<file path="config.mk">
export PLATFORM = sky130hd
export DESIGN_NAME = icache_refill_ctrl
export DESIGN_NICKNAME = d
export VERILOG_FILES = /design/src/rtl/icache_pkg.sv /design/src/rtl/icache_lru_sel.sv /design/src/rtl/icache_refill_ctrl.sv
export SDC_FILE = /design/constraint.sdc
export NUM_CORES = 1
export LEC_CHECK = 0
export ABC_AREA = 1
export CAP_MARGIN = 20
export CORE_ASPECT_RATIO = 2
export CORE_MARGIN = 5
export CORE_UTILIZATION = 46
export DETAILED_ROUTE_END_ITERATION = 7
export PLACE_DENSITY = 0.81
export SYNTH_ARGS = -nofsm -noshare
export SYNTH_HDL_FRONTEND = slang
export SYNTH_SLANG_ARGS = --single-unit
export TNS_END_PERCENT = 50
</file>
<file path="constraint.sdc">
create_clock -name clk -period 8.89 [get_ports clk]
set_input_delay 1.3335 -clock clk [delete_from_list [all_inputs] [get_ports clk]]
set_output_delay 1.3335 -clock clk [all_outputs]
set_load 0.01 [all_outputs]
</file>
<file path="src/rtl/icache_pkg.sv">
// Shared constants, tag field layout and refill FSM states for the I-cache
// refill engine.
package icache_pkg;
    localparam int LINE_WORDS = 4;
    localparam int BEAT_W     = $clog2(LINE_WORDS);
    localparam int TAG_W      = 15;

    localparam int TAG_HI = 14;
    localparam int TAG_LO = 3;
    localparam int AGE_HI = 2;
    localparam int AGE_LO = 1;
    localparam int VLD    = 0;
    localparam int TAG_FW = TAG_HI - TAG_LO + 1;

    localparam logic [1:0] HTRANS_IDLE   = 2'b00;
    localparam logic [1:0] HTRANS_NONSEQ = 2'b10;
    localparam logic [1:0] HTRANS_SEQ    = 2'b11;

    localparam logic [2:0] HBURST_INCR4 = 3'b011;
    localparam logic [2:0] HBURST_WRAP4 = 3'b010;
    localparam logic [2:0] HSIZE_WORD   = 3'b010;

    typedef enum logic [2:0] {
        ST_IDLE,
        ST_ADDR,
        ST_BURST,
        ST_LAST,
        ST_WRITE,
        ST_DONE
    } refill_state_e;
endpackage

</file>
<file path="src/rtl/icache_lru_sel.sv">
// Victim selection and LRU age update for one 4-way set: first invalid way,
// otherwise the way whose age is 3. Purely combinational.
module icache_lru_sel
    import icache_pkg::*;
(
    input  logic [3:0][TAG_W-1:0] tags_i,
    input  logic [TAG_FW-1:0]     new_tag_i,
    output logic [3:0]            victim_oh_o,
    output logic [3:0][TAG_W-1:0] tags_o
);
    logic [1:0] victim;
    logic       found_invalid;
    logic [1:0] victim_age;

    always_comb begin
        victim        = 2'd0;
        found_invalid = 1'b0;
        // Descending scan so the lowest matching index wins.
        for (int i = 3; i >= 0; i--) begin
            if (!tags_i[i][VLD]) begin
                victim        = 2'(i);
                found_invalid = 1'b1;
            end
        end
        if (!found_invalid) begin
            for (int i = 3; i >= 0; i--) begin
                if (tags_i[i][AGE_HI:AGE_LO] == 2'd3) begin
                    victim = 2'(i);
                end
            end
        end

        victim_oh_o = 4'b0001 << victim;
        victim_age  = tags_i[victim][AGE_HI:AGE_LO];

        for (int i = 0; i < 4; i++) begin
            tags_o[i] = tags_i[i];
            if (victim == 2'(i)) begin
                tags_o[i] = {new_tag_i, 2'b00, 1'b1};
            end else if (tags_i[i][AGE_HI:AGE_LO] < victim_age) begin
                tags_o[i][AGE_HI:AGE_LO] = tags_i[i][AGE_HI:AGE_LO] + 2'd1;
            end
        end
    end
endmodule

</file>
<file path="src/rtl/icache_refill_ctrl.sv">
// I-cache miss/refill engine: LRU victim pick, 4-beat AHB-Lite line fetch,
// tag/data write-back. Define ICACHE_CWF_EN for critical-word-first WRAP4 fetch.
module icache_refill_ctrl
    import icache_pkg::*;
(
    input  logic              clk,
    input  logic              reset,
    input  logic              miss,
    input  logic [17:0]       miss_addr,
    input  logic [TAG_W-1:0]  way0_tag,
    input  logic [TAG_W-1:0]  way1_tag,
    input  logic [TAG_W-1:0]  way2_tag,
    input  logic [TAG_W-1:0]  way3_tag,
    output logic              miss_tag_En,
    output logic [TAG_W-1:0]  wd_tag0,
    output logic [TAG_W-1:0]  wd_tag1,
    output logic [TAG_W-1:0]  wd_tag2,
    output logic [TAG_W-1:0]  wd_tag3,
    output logic              miss_data_En0,
    output logic              miss_data_En1,
    output logic              miss_data_En2,
    output logic              miss_data_En3,
    output logic [127:0]      wdata,
    output logic              data3_valid,
    output logic [17:0]       last_addr,
    output logic              done,
    output logic              refill_err,
    output logic              refill_busy,
    output logic [1:0]        m_htrans,
    output logic [19:0]       m_haddr,
    output logic [2:0]        m_hburst,
    output logic [2:0]        m_hsize,
    output logic              m_hwrite,
    input  logic              m_hready,
    input  logic [31:0]       m_hrdata,
    input  logic              m_hresp
);
    refill_state_e         state_q, state_d;
    logic [17:0]           addr_q, addr_d;
    logic [3:0][TAG_W-1:0] tags_q, tags_d;
    logic [127:0]          line_q, line_d;
    logic [BEAT_W-1:0]     acnt_q, acnt_d;
    logic [BEAT_W-1:0]     dcnt_q, dcnt_d;
    logic                  err_q, err_d;

    logic [BEAT_W-1:0]     start_w;
    logic [BEAT_W-1:0]     addr_w;
    logic [BEAT_W-1:0]     slot_w;
    logic [2:0]            burst_type;
    logic [3:0]            victim_oh;
    logic [3:0][TAG_W-1:0] upd_tags;
    logic [3:0]            data_en;
    logic [3:0][TAG_W-1:0] wd_tags;

`ifdef ICACHE_CWF_EN
    assign start_w    = addr_q[1:0];
    assign burst_type = HBURST_WRAP4;
`else
    assign start_w    = '0;
    assign burst_type = HBURST_INCR4;
`endif

    // Beat words wrap modulo the line, so both builds share one datapath.
    assign addr_w = start_w + acnt_q;
    assign slot_w = start_w + dcnt_q;

    icache_lru_sel u_lru_sel (
        .tags_i      (tags_q),
        .new_tag_i   (addr_q[17:6]),
        .victim_oh_o (victim_oh),
        .tags_o      (upd_tags)
    );

    always_comb begin
        state_d = state_q;
        addr_d  = addr_q;
        tags_d  = tags_q;
        line_d  = line_q;
        acnt_d  = acnt_q;
        dcnt_d  = dcnt_q;
        err_d   = err_q;
        case (state_q)
            ST_IDLE: begin
                if (miss) begin
                    addr_d  = miss_addr;
                    tags_d  = {way3_tag, way2_tag, way1_tag, way0_tag};
                    acnt_d  = '0;
                    dcnt_d  = '0;
                    err_d   = 1'b0;
                    state_d = ST_ADDR;
                end
            end
            ST_ADDR: begin
                if (m_hready) begin
                    acnt_d  = acnt_q + 1'b1;
                    state_d = ST_BURST;
                end
            end
            ST_BURST: begin
                if (m_hresp) begin
                    err_d   = 1'b1;
                    state_d = ST_DONE;
                end else if (m_hready) begin
                    line_d[{~slot_w, 5'b0} +: 32] = m_hrdata;
                    dcnt_d = dcnt_q + 1'b1;
                    acnt_d = acnt_q + 1'b1;
                    if (acnt_q == 2'd3) begin
                        state_d = ST_LAST;
                    end
                end
            end
            ST_LAST: begin
                if (m_hresp) begin
                    err_d   = 1'b1;
                    state_d = ST_DONE;
                end else if (m_hready) begin
                    line_d[{~slot_w, 5'b0} +: 32] = m_hrdata;
                    state_d = ST_WRITE;
                end
            end
            ST_WRITE: state_d = ST_DONE;
            ST_DONE:  state_d = ST_IDLE;
            default:  state_d = ST_IDLE;
        endcase
    end

    always_ff @(posedge clk or posedge reset) begin
        if (reset) begin
            state_q <= ST_IDLE;
            addr_q  <= '0;
            tags_q  <= '0;
            line_q  <= '0;
            acnt_q  <= '0;
            dcnt_q  <= '0;
            err_q   <= 1'b0;
        end else begin
            state_q <= state_d;
            addr_q  <= addr_d;
            tags_q  <= tags_d;
            line_q  <= line_d;
            acnt_q  <= acnt_d;
            dcnt_q  <= dcnt_d;
            err_q   <= err_d;
        end
    end

    // Bus and write-back outputs decode straight from state, so an async
    // reset drops HTRANS to IDLE without waiting for a clock.
    always_comb begin
        m_htrans    = HTRANS_IDLE;
        m_haddr     = '0;
        m_hburst    = '0;
        miss_tag_En = 1'b0;
        data3_valid = 1'b0;
        data_en     = '0;
        wd_tags     = '0;
        done        = 1'b0;
        refill_err  = 1'b0;
        case (state_q)
            ST_ADDR: begin
                m_htrans = HTRANS_NONSEQ;
                m_haddr  = {addr_q[17:2], addr_w, 2'b00};
                m_hburst = burst_type;
            end
            ST_BURST: begin
                m_htrans = HTRANS_SEQ;
                m_haddr  = {addr_q[17:2], addr_w, 2'b00};
                m_hburst = burst_type;
            end
            ST_WRITE: begin
                miss_tag_En = 1'b1;
                data3_valid = 1'b1;
                data_en     = victim_oh;
                wd_tags     = upd_tags;
            end
            ST_DONE: begin
                done       = 1'b1;
                refill_err = err_q;
            end
            default: ;
        endcase
    end

    assign refill_busy   = (state_q != ST_IDLE);
    assign m_hsize       = HSIZE_WORD;
    assign m_hwrite      = 1'b0;
    assign wdata         = line_q;
    assign last_addr     = addr_q;
    assign wd_tag0       = wd_tags[0];
    assign wd_tag1       = wd_tags[1];
    assign wd_tag2       = wd_tags[2];
    assign wd_tag3       = wd_tags[3];
    assign miss_data_En0 = data_en[0];
    assign miss_data_En1 = data_en[1];
    assign miss_data_En2 = data_en[2];
    assign miss_data_En3 = data_en[3];
endmodule
</file>
=== After elaboration in Yosys (flattened, before gate mapping) ===
Index checks and enable logic that the tools add are counted.

* Register bits: 214
* Input port bits: 115
* Output and inout bits: 244
* Logic and storage cells: 120

* Add/subtract/negate cells: 7
* $lt $le $gt $ge: 5
* Equality and inequality tests: 21
* Shift operators: 3
* Muxes and demuxes: 58
* Bitwise operators: 2
* Reduce and logical (&&, ||, !) cells: 14

{| class="wikitable"
|+ Operators by type and width
! kind !! number
|-
| 128-bit bitwise mux || 1
|-
| 32-bit by 9-bit variable shift with 128-bit output (first input constant) || 1
|-
| 32-bit by 9-bit indexed part select with 128-bit output || 1
|-
| 60-bit 2-to-1 mux || 1
|-
| 12-bit 2-to-1 mux || 4
|-
| 2-bit 2-to-1 mux || 23
|-
| 15-bit binary-select mux with 2-bit select || 1
|-
| 3-bit 2-to-1 mux || 8
|-
| 20-bit 2-to-1 mux || 1
|-
| 3-bit case mux with 5 select lines || 1
|-
| 2-bit == test (second input constant) || 7
|-
| 1-bit 2-to-1 mux || 13
|-
| 2-bit by 1-bit adder with 2-bit output (second input constant) || 6
|-
| 3-bit != test (second input constant) || 3
|-
| 7-bit negator with 9-bit output || 1
|-
| 3-bit AND reduction || 3
|-
| 2-bit less-than comparator || 4
|-
| 2-bit != test (second input constant) || 4
|-
| 2-bit case mux with 2 select lines || 2
|-
| 3-bit by 2-bit == test with 1-bit output (second input constant) || 2
|-
| 3-bit == test (second input constant) || 2
|-
| 2-bit case mux with 3 select lines || 1
|-
| 3-bit nonzero test || 2
|-
| 5-bit AND reduction || 1
|-
| 15 further kinds || 17
|}

=== Logic depth before layout (Yosys ltp) ===
* Word-level depth: 15
* Depth in mapped cells: 14

=== Cells and area by module ===
From an unflattened synthesis, not the netlist that was laid out.

* Cell total of the unflattened synthesis: 1442
* Area total of the unflattened synthesis: 10854.2 µm²

{| class="wikitable"
|+ By module, submodules not included
! module !! instances !! cells each !! area each (µm²) !! seq. area each (µm²)
|-
| icache_refill_ctrl || 1 || 1215 || 9675.5 || 5355.1
|-
| icache_lru_sel || 1 || 227 || 1178.6 || 0.0
|}

=== Worst setup path after synthesis ===
Ideal clock, no wire load.

* Path type: register to output
* From: register tags_q[2] (netlist bit)
* To: output port wd_tag2[10]
* Arrival: 1.684 ns
* Data required time: 7.556 ns
* Setup slack: 5.872 ns
* Stages on the path, launching flop included: 12
* Path buffers: 1
* Cells stage by stage: dfrtp_1 > ha_1 > nor2_1 > o21ai_1 > a21oi_4 > inv_2 > nor2_4 > inv_2 > nor2_4 > inv_2 > buf_6 > o22ai_2

* Word-level cells in the longest chain between the ends: 6

{| class="wikitable"
|+ Ends and longest elaborated chain
! what !! RTL line !! source
|-
| from (decl) || icache_refill_ctrl.sv:40 || <nowiki>logic [3:0][TAG_W-1:0] tags_q, tags_d;</nowiki>
|-
| from (signal assigned) || icache_refill_ctrl.sv:139 || <nowiki>tags_q <= tags_d;</nowiki>
|-
| 2-bit == test || icache_lru_sel.sv:27 || <nowiki>if (tags_i[i][AGE_HI:AGE_LO] == 2'd3) begin</nowiki>
|-
| 2-bit 2-to-1 mux || icache_lru_sel.sv:27 ||
|-
| 2-bit 2-to-1 mux || icache_lru_sel.sv:25 || <nowiki>if (!found_invalid) begin</nowiki>
|-
| 2-bit == test || icache_lru_sel.sv:38 || <nowiki>if (victim == 2'(i)) begin</nowiki>
|-
| 12-bit 2-to-1 mux || icache_lru_sel.sv:38 ||
|-
| 60-bit 2-to-1 mux || icache_refill_ctrl.sv:159 || <nowiki>case (state_q)</nowiki>
|-
| to (decl) || icache_refill_ctrl.sv:17 || <nowiki>output logic [TAG_W-1:0] wd_tag2,</nowiki>
|}

Every way passes these cells.

=== Worst setup path after layout ===
* From: register tags_q[2] (netlist bit)
* To: output port wd_tag1[1]

* Word-level cells in the longest chain between the ends: 9
* Elaborated cells between the ends (all ways): 10
* Those cells by class: order compare (1); eq/ne (2); mux (7)

{| class="wikitable"
|+ Ends and longest elaborated chain
! what !! RTL line !! source
|-
| 2-bit == test || icache_lru_sel.sv:27 ||
|-
| 2-bit 2-to-1 mux || icache_lru_sel.sv:27 ||
|-
| 2-bit 2-to-1 mux || icache_lru_sel.sv:25 ||
|-
| 15-bit binary-select mux with 2-bit select || icache_lru_sel.sv:34 || <nowiki>victim_age = tags_i[victim][AGE_HI:AGE_LO];</nowiki>
|-
| 3-bit 2-to-1 mux (not written as such) || icache_lru_sel.sv:34 ||
|-
| 2-bit less-than comparator || icache_lru_sel.sv:40 || <nowiki>end else if (tags_i[i][AGE_HI:AGE_LO] < victim_age) begin</nowiki>
|-
| 2-bit 2-to-1 mux || icache_lru_sel.sv:40 ||
|-
| 2-bit 2-to-1 mux * || icache_lru_sel.sv:38 ||
|-
| 60-bit 2-to-1 mux * || icache_refill_ctrl.sv:159 ||
|-
| to (decl) || icache_refill_ctrl.sv:16 || <nowiki>output logic [TAG_W-1:0] wd_tag1,</nowiki>
|}

Every way passes the cells marked *; elsewhere a longest branch is shown, timed or not. The select of a mux whose other input is x is not followed.

==> metrics.cfg <==
[logic_synthesis]
ys_seq_area_share_pct=51.9
synthFlopType=dfrtp_1
ys_ff_latch=214
synth_area_per_cell_um2=8.64
syn-instance-count=1193
synth_cell_types=33
synth_edf_count=0
ys_warn_count=0
syn-cell-area_um2=10300
synthArstFlopShare_pct=100

[layout]
instances_no_fill=1775
mostFrequentLayoutCells=clkdlybuf4s50_1, nand2_1, dfrtp_1, o21ai_0, nand4_1
areaGrowthSynthToFinish_pct=40.8
final_design_area_no_fill_um2=14500
layout_commonest_cell=clkdlybuf4s50_1
fin_nets=1609
drive_gt1_share_pct=8.14

[setup_path]
worst_ep_required_time_ps=7560
cp_max_fo=13
worst-setup-path-type=register to primary output
startpoint_type=register
end_kind=primary output
critPathArrivalTime_ps=3290

[die]
die_x_um=116
die_h_um=222
io_pins=359
die-area_um2=25700
coreArea_um2=22200
rows=77
start_util_pct=46.5

[sta]
finalCriticalPeriod_ps=4620
worst_slew_pin_slew_ps=1060
whs_ps=492
slew_headroom_pct=29.2
finClkSkew_ps=5.30
rsz0062_at_grt=no
max_freq_ghz=0.216
setup_viol=0
fin_setup_tns_ps=0
hold_viol_final=0
maxSlewViolCount=0
finalCritPeriodShare_pct=52.0

[place]
numPlacedInstances=1738
numPortBuffers=351
gp_congestion=0.905
place_area_um2=13800
dp_hpwl_um=26300

[global_route]
grt_overflow_total=0
grt_max_degree=140
grt_pass1_vias=10300
antenna_found_initial=1
grt_pass1_wl_um=57900
grt_usage_pct=28.5

[detailed_routing]
vias=10000
drtAntennaViolNets=0
drcViolationCount=0
routed_wl_um=37000
wl_per_cell_um=20.8
drt_iter0_drc=620
drtPass1Iterations=5
avgViaCountPerCell=5.66

[outcome]
status=complete, no violations

[clocking]
htree_levels=1
clk_latency_ps=500
root_buffer=clkbuf_16
max-clock-path-buffers=3
post_cts_resized=0
post_cts_buffers=0
ctsHoldBuffers=0
clk_pin_slew_ps=60
tritoncts=done
clock_sinks=214
numCtsBuffers=20

[worst_hold_path]
hold_path.class=register to register

[run]
drv_cap=0

[power_and_ir_drop]
max-vdd-ir-drop_uv=215
power.total_w=0.00410
pwr_density_cell_nw_per_um2=282
p_leak_nw=6.68

## metrics by stage
stage / util, % / setup WS, ps
2_1_floorplan: - / 1710
3_3_place_gp: 62.2 / 4870
3_5_place_dp: 62.4 / 4730
4_1_cts: 65.5 / 4290
5_1_grt: 65.5 / 4130
6_report: 65.5 / 4270
## Yosys cell counts, drive strengths merged, types with 3 or more instances
cell type	count	area, um^2
o22ai	48	432
clkbuf	49	184
mux2	3	33.8
o21ai	218	1090
inv	119	447
buf	50	323
nor2	59	289
nand2	249	967
ha	10	125
nand4	113	707
dfrtp	214	5360
nand3	41	238
a21oi	13	76.3
## cells by family after synthesis
family | share of synthesized area (%)
AO/OA/AOI/OAI | 15.8
adder cells (fa/ha/maj) | 1.21
other | 0.0728
flip-flops | 51.9
multiplexers | 0.328
AND/OR/NAND/NOR | 21.4
buffers and inverters | 9.28
## area by class of cell
class / count / area [um^2]
clock buffer: 26 / 584
tap: 276 / 345
clock inverter: 10 / 111
sequential: 214 / 5360
inverter: 120 / 458
antenna: 1 / 2.50
fill: 1798 / 7640
multi-input combinational: 765 / 4040
timing repair buffer: 363 / 3620
## flip-flops by register name (all words and copies together) (netlist names)
signal,flops
acnt_q,2
dcnt_q,2
err_q,1
last_addr,18
state_q,3
tags_q,60
wdata,128
## worst paths after layout
path	from	slack, ps	endpoint	cells past startpoint
hold / removal	wdata[123]	490	wdata[123]	2
setup / recovery	tags_q[2]	4270	wd_tag1[1]	11
min in group asynchronous	reset	1450	last_addr[5]	2
max in group asynchronous	reset	5780	dcnt_q[0]	3
setup reg to reg	dcnt_q[0]	4570	wdata[74]	8
hold reg to reg	wdata[123]	490	wdata[123]	2
## metal layers
metal	part of all wire (%)	up-vias	GRT usage [%]
li1	-	4592	-
met1	32	4779	30.1
met2	52	563	50.2
met3	11	111	8.88
met4	5.1	0	13.6
met5	0	-	0
## where the power goes
part / switching, W / leakage (nW) / internal, W / total [W]
clock: 0.000395 / 0.337 / 0.000525 / 0.000920
combinational: 0.00110 / 3.55 / 0.000696 / 0.00180
sequential: 0.000132 / 2.80 / 0.00125 / 0.00138
## worst max-delay path: stages, from the launching register on
cell and delay, ps:
dfrtp_1 430, ha_1 240, nor2_1 140, o21ai_1 120, a21oi_4 230, inv_2 120
nand2_2 100, nand2_1 400, inv_1 200, o21ai_0 100, a21oi_1 150, clkdlybuf4s50_1 560
Power figures use the tool's default switching activity.
==> patch, RTL diff (same flow settings) <==
Encoding of `refill_state_e`: now one-hot (6 bits for 6 states).
--- a/src/rtl/icache_pkg.sv
+++ b/src/rtl/icache_pkg.sv
@@ -22,9 +22,9 @@
 
-    typedef enum logic [2:0] {
-        ST_IDLE,
-        ST_ADDR,
-        ST_BURST,
-        ST_LAST,
-        ST_WRITE,
-        ST_DONE
+    typedef enum logic [5:0] {
+        ST_IDLE  = 6'b000001,
+        ST_ADDR  = 6'b000010,
+        ST_BURST = 6'b000100,
+        ST_LAST  = 6'b001000,
+        ST_WRITE = 6'b010000,
+        ST_DONE  = 6'b100000
     } refill_state_e;
Function: same outputs for any inputs over 4 cycles, from zero or initial values and one cycle with reset high; so few cycles prove little.
==> patch against the original RTL <==
  * Register-to-register slack gained 1.0 ns
  * Total power shrank 11%
  * Sequential share of layout area grew 0.54 points
  * Maximum frequency grew 1.1%
  * Worst setup slack gained 0.051 ns
  * Sequential power shrank 4%
  * Sequential cell count grew 3
  * Largest cell class unchanged
  * Combinational power shrank 23%
  * Routed wire length grew 3.0%
  * First-iteration DRC count grew 60%
  * Area after synthesis grew 0.44%
  * Critical endpoint is now wd_tag3[1]
  * Design area is essentially flat
  * Synthesized cell count grew 1.0%
  * Global-route usage grew 0.13 points
==> patch: results (changes against the original RTL) <==
Power and ir drop
  – Combinational cell fraction of total power: 38.0% (was 43.9%)
  – Leakage: 6.79 nW (was 6.68 nW)
  – Seq. pwr: 1.33 mW (was 1.38 mW)
  – Internal: 2.24 mW (was 2.47 mW)
  – VDD IR max: 257 µV (was 215 µV)
  – Combinational power: 1.39 mW (was 1.80 mW)

Placed design
  – DP Worst Slack: 4.91 ns (was 4.73 ns)
  – Total placed instance area: 13700 µm² (was 13800 µm²)
  – DP Wirelength: 27100 µm (was 26300 µm)
  – Dpl cells: 1746 (was 1738)
  – Gpl congestion: 0.919 (was 0.905)
  – Port Buf Inserts: 351 (unchanged)

Timing
  – Clock skew: 0.0105 ns (was 0.00530 ns)
  – Period utilization: 51.4% (was 52.0%)
  – Rel. slew slack: 24.2% (was 29.2%)
  – Hold_ws: 0.486 ns (was 0.492 ns)

CTS
  – Post-CTS sizing: 0 (unchanged)

Global route
  – Global-route wire length before repair: 57500 µm (was 57900 µm)
  – Largest net degree at the start of global routing: 137 (was 140)
  – GRT met1 Usage: 30.1% (about the same)
  – GR Layer Usage met2: 51.1% (was 50.2%)
  – M3 GR Usage: 5.34% (was 8.88%)
  – Initial antenna violation count: 0 (was 1)
  – Total track usage: 28.6% (was 28.5%)

Detailed routing
  – Met3 routed WL: 3030 µm (was 3940 µm)
  – First-iteration detailed-routing DRC count: 992 (was 620)
  – Wirelength per Cell: 21.4 µm (was 20.8 µm)
  – Met2 WL: 19900 µm (was 19400 µm)
  – WL met1: 12300 µm (was 11800 µm)
  – Highest routed layer: met4 (unchanged)
  – Drt pass-1 iters: 7 (was 5)
  – Final wirelength: 38100 µm (was 37000 µm)
  – DR vias/cell: 5.76 (was 5.66)

Logic synthesis
  – Post-synth top cells: nand2_1 (262), dfrtp_1 (216), o21ai_0 (151) (was nand2_1 (238), dfrtp_1 (214), o21ai_0 (188))
  – Largest cells by area after synthesis: dfrtp_1 (52%), nand2_1 (9.5%), nand4_1 (7.8%), o21ai_0 (7.3%), inv_1 (3.8%) (was dfrtp_1 (52%), o21ai_0 (9.1%), nand2_1 (8.7%), nand4_1 (6.9%), inv_1 (3.9%))
  – Synth unique cells: 32 (was 33)
  – Synth warnings: 0 (unchanged)
  – Synth Instances: 1205 (was 1193)
  – Sequential share of the synthesized area: 52.4% (was 51.9%)

Final layout
  – Final #Nets: 1620 (was 1609)
  – FILL cells: 1816 (was 1798)
  – Cell area after layout: 14500 µm² (about the same)
  – ANT cells: 0 (was 1)
  – Share of layout cells above drive strength 1: 5.84% (was 8.14%)

Run status
  – Outcome: finished clean (unchanged)

Worst setup path
  – Crit path from: tags_q[17] (was tags_q[2])
  – R2R Setup Slk: 5.60 ns (was 4.57 ns)
  – Worst R2R Path Depth: 8 (unchanged)
  – Worst-path fanout max: 8 (was 13)
  – CP max stage cell: clkdlybuf4s50_1 (unchanged)
  – RR Startpoint: state_q[0] (was dcnt_q[0])
  – Max incr delay on CP: 0.61 ns (was 0.56 ns)
  – Worst flop-to-flop path endpoint: dcnt_q[0] (was wdata[74])
  – Worst EP arrival: 3.24 ns (was 3.29 ns)
## patch: how the worst min path moves through the flow
| stage | cells past startpoint | startpoint | end |
|---|---|---|---|
| global placement | 2 | wdata[94] | wdata[94] |
| finish | 2 | last_addr[1] | last_addr[1] |
| floorplan | 2 | tags_q[0] | tags_q[0] |
| CTS | 2 | last_addr[1] | last_addr[1] |
| detailed placement | 2 | last_addr[1] | last_addr[1] |
| global route | 2 | wdata[106] | wdata[106] |
## patch: logic make-up after synthesis
group / count (synthesis) / synth area share [%]
other: 2 / 0.0725
adder cells (fa/ha/maj): 10 / 1.21
flip-flops: 217 / 52.4
buffers and inverters: 223 / 10.3
AND/OR/NAND/NOR: 479 / 22.0
AO/OA/AOI/OAI: 274 / 13.9
## patch: final cells by class
class	instances	area share, %
Clock buffer	26	4.03
Multi-Input combinational cell	770	26.8
Clock inverter	7	0.810
Inverter	121	3.18
Timing Repair Buffer	365	25.3
Sequential cell	217	37.4
Tap cell	276	2.38
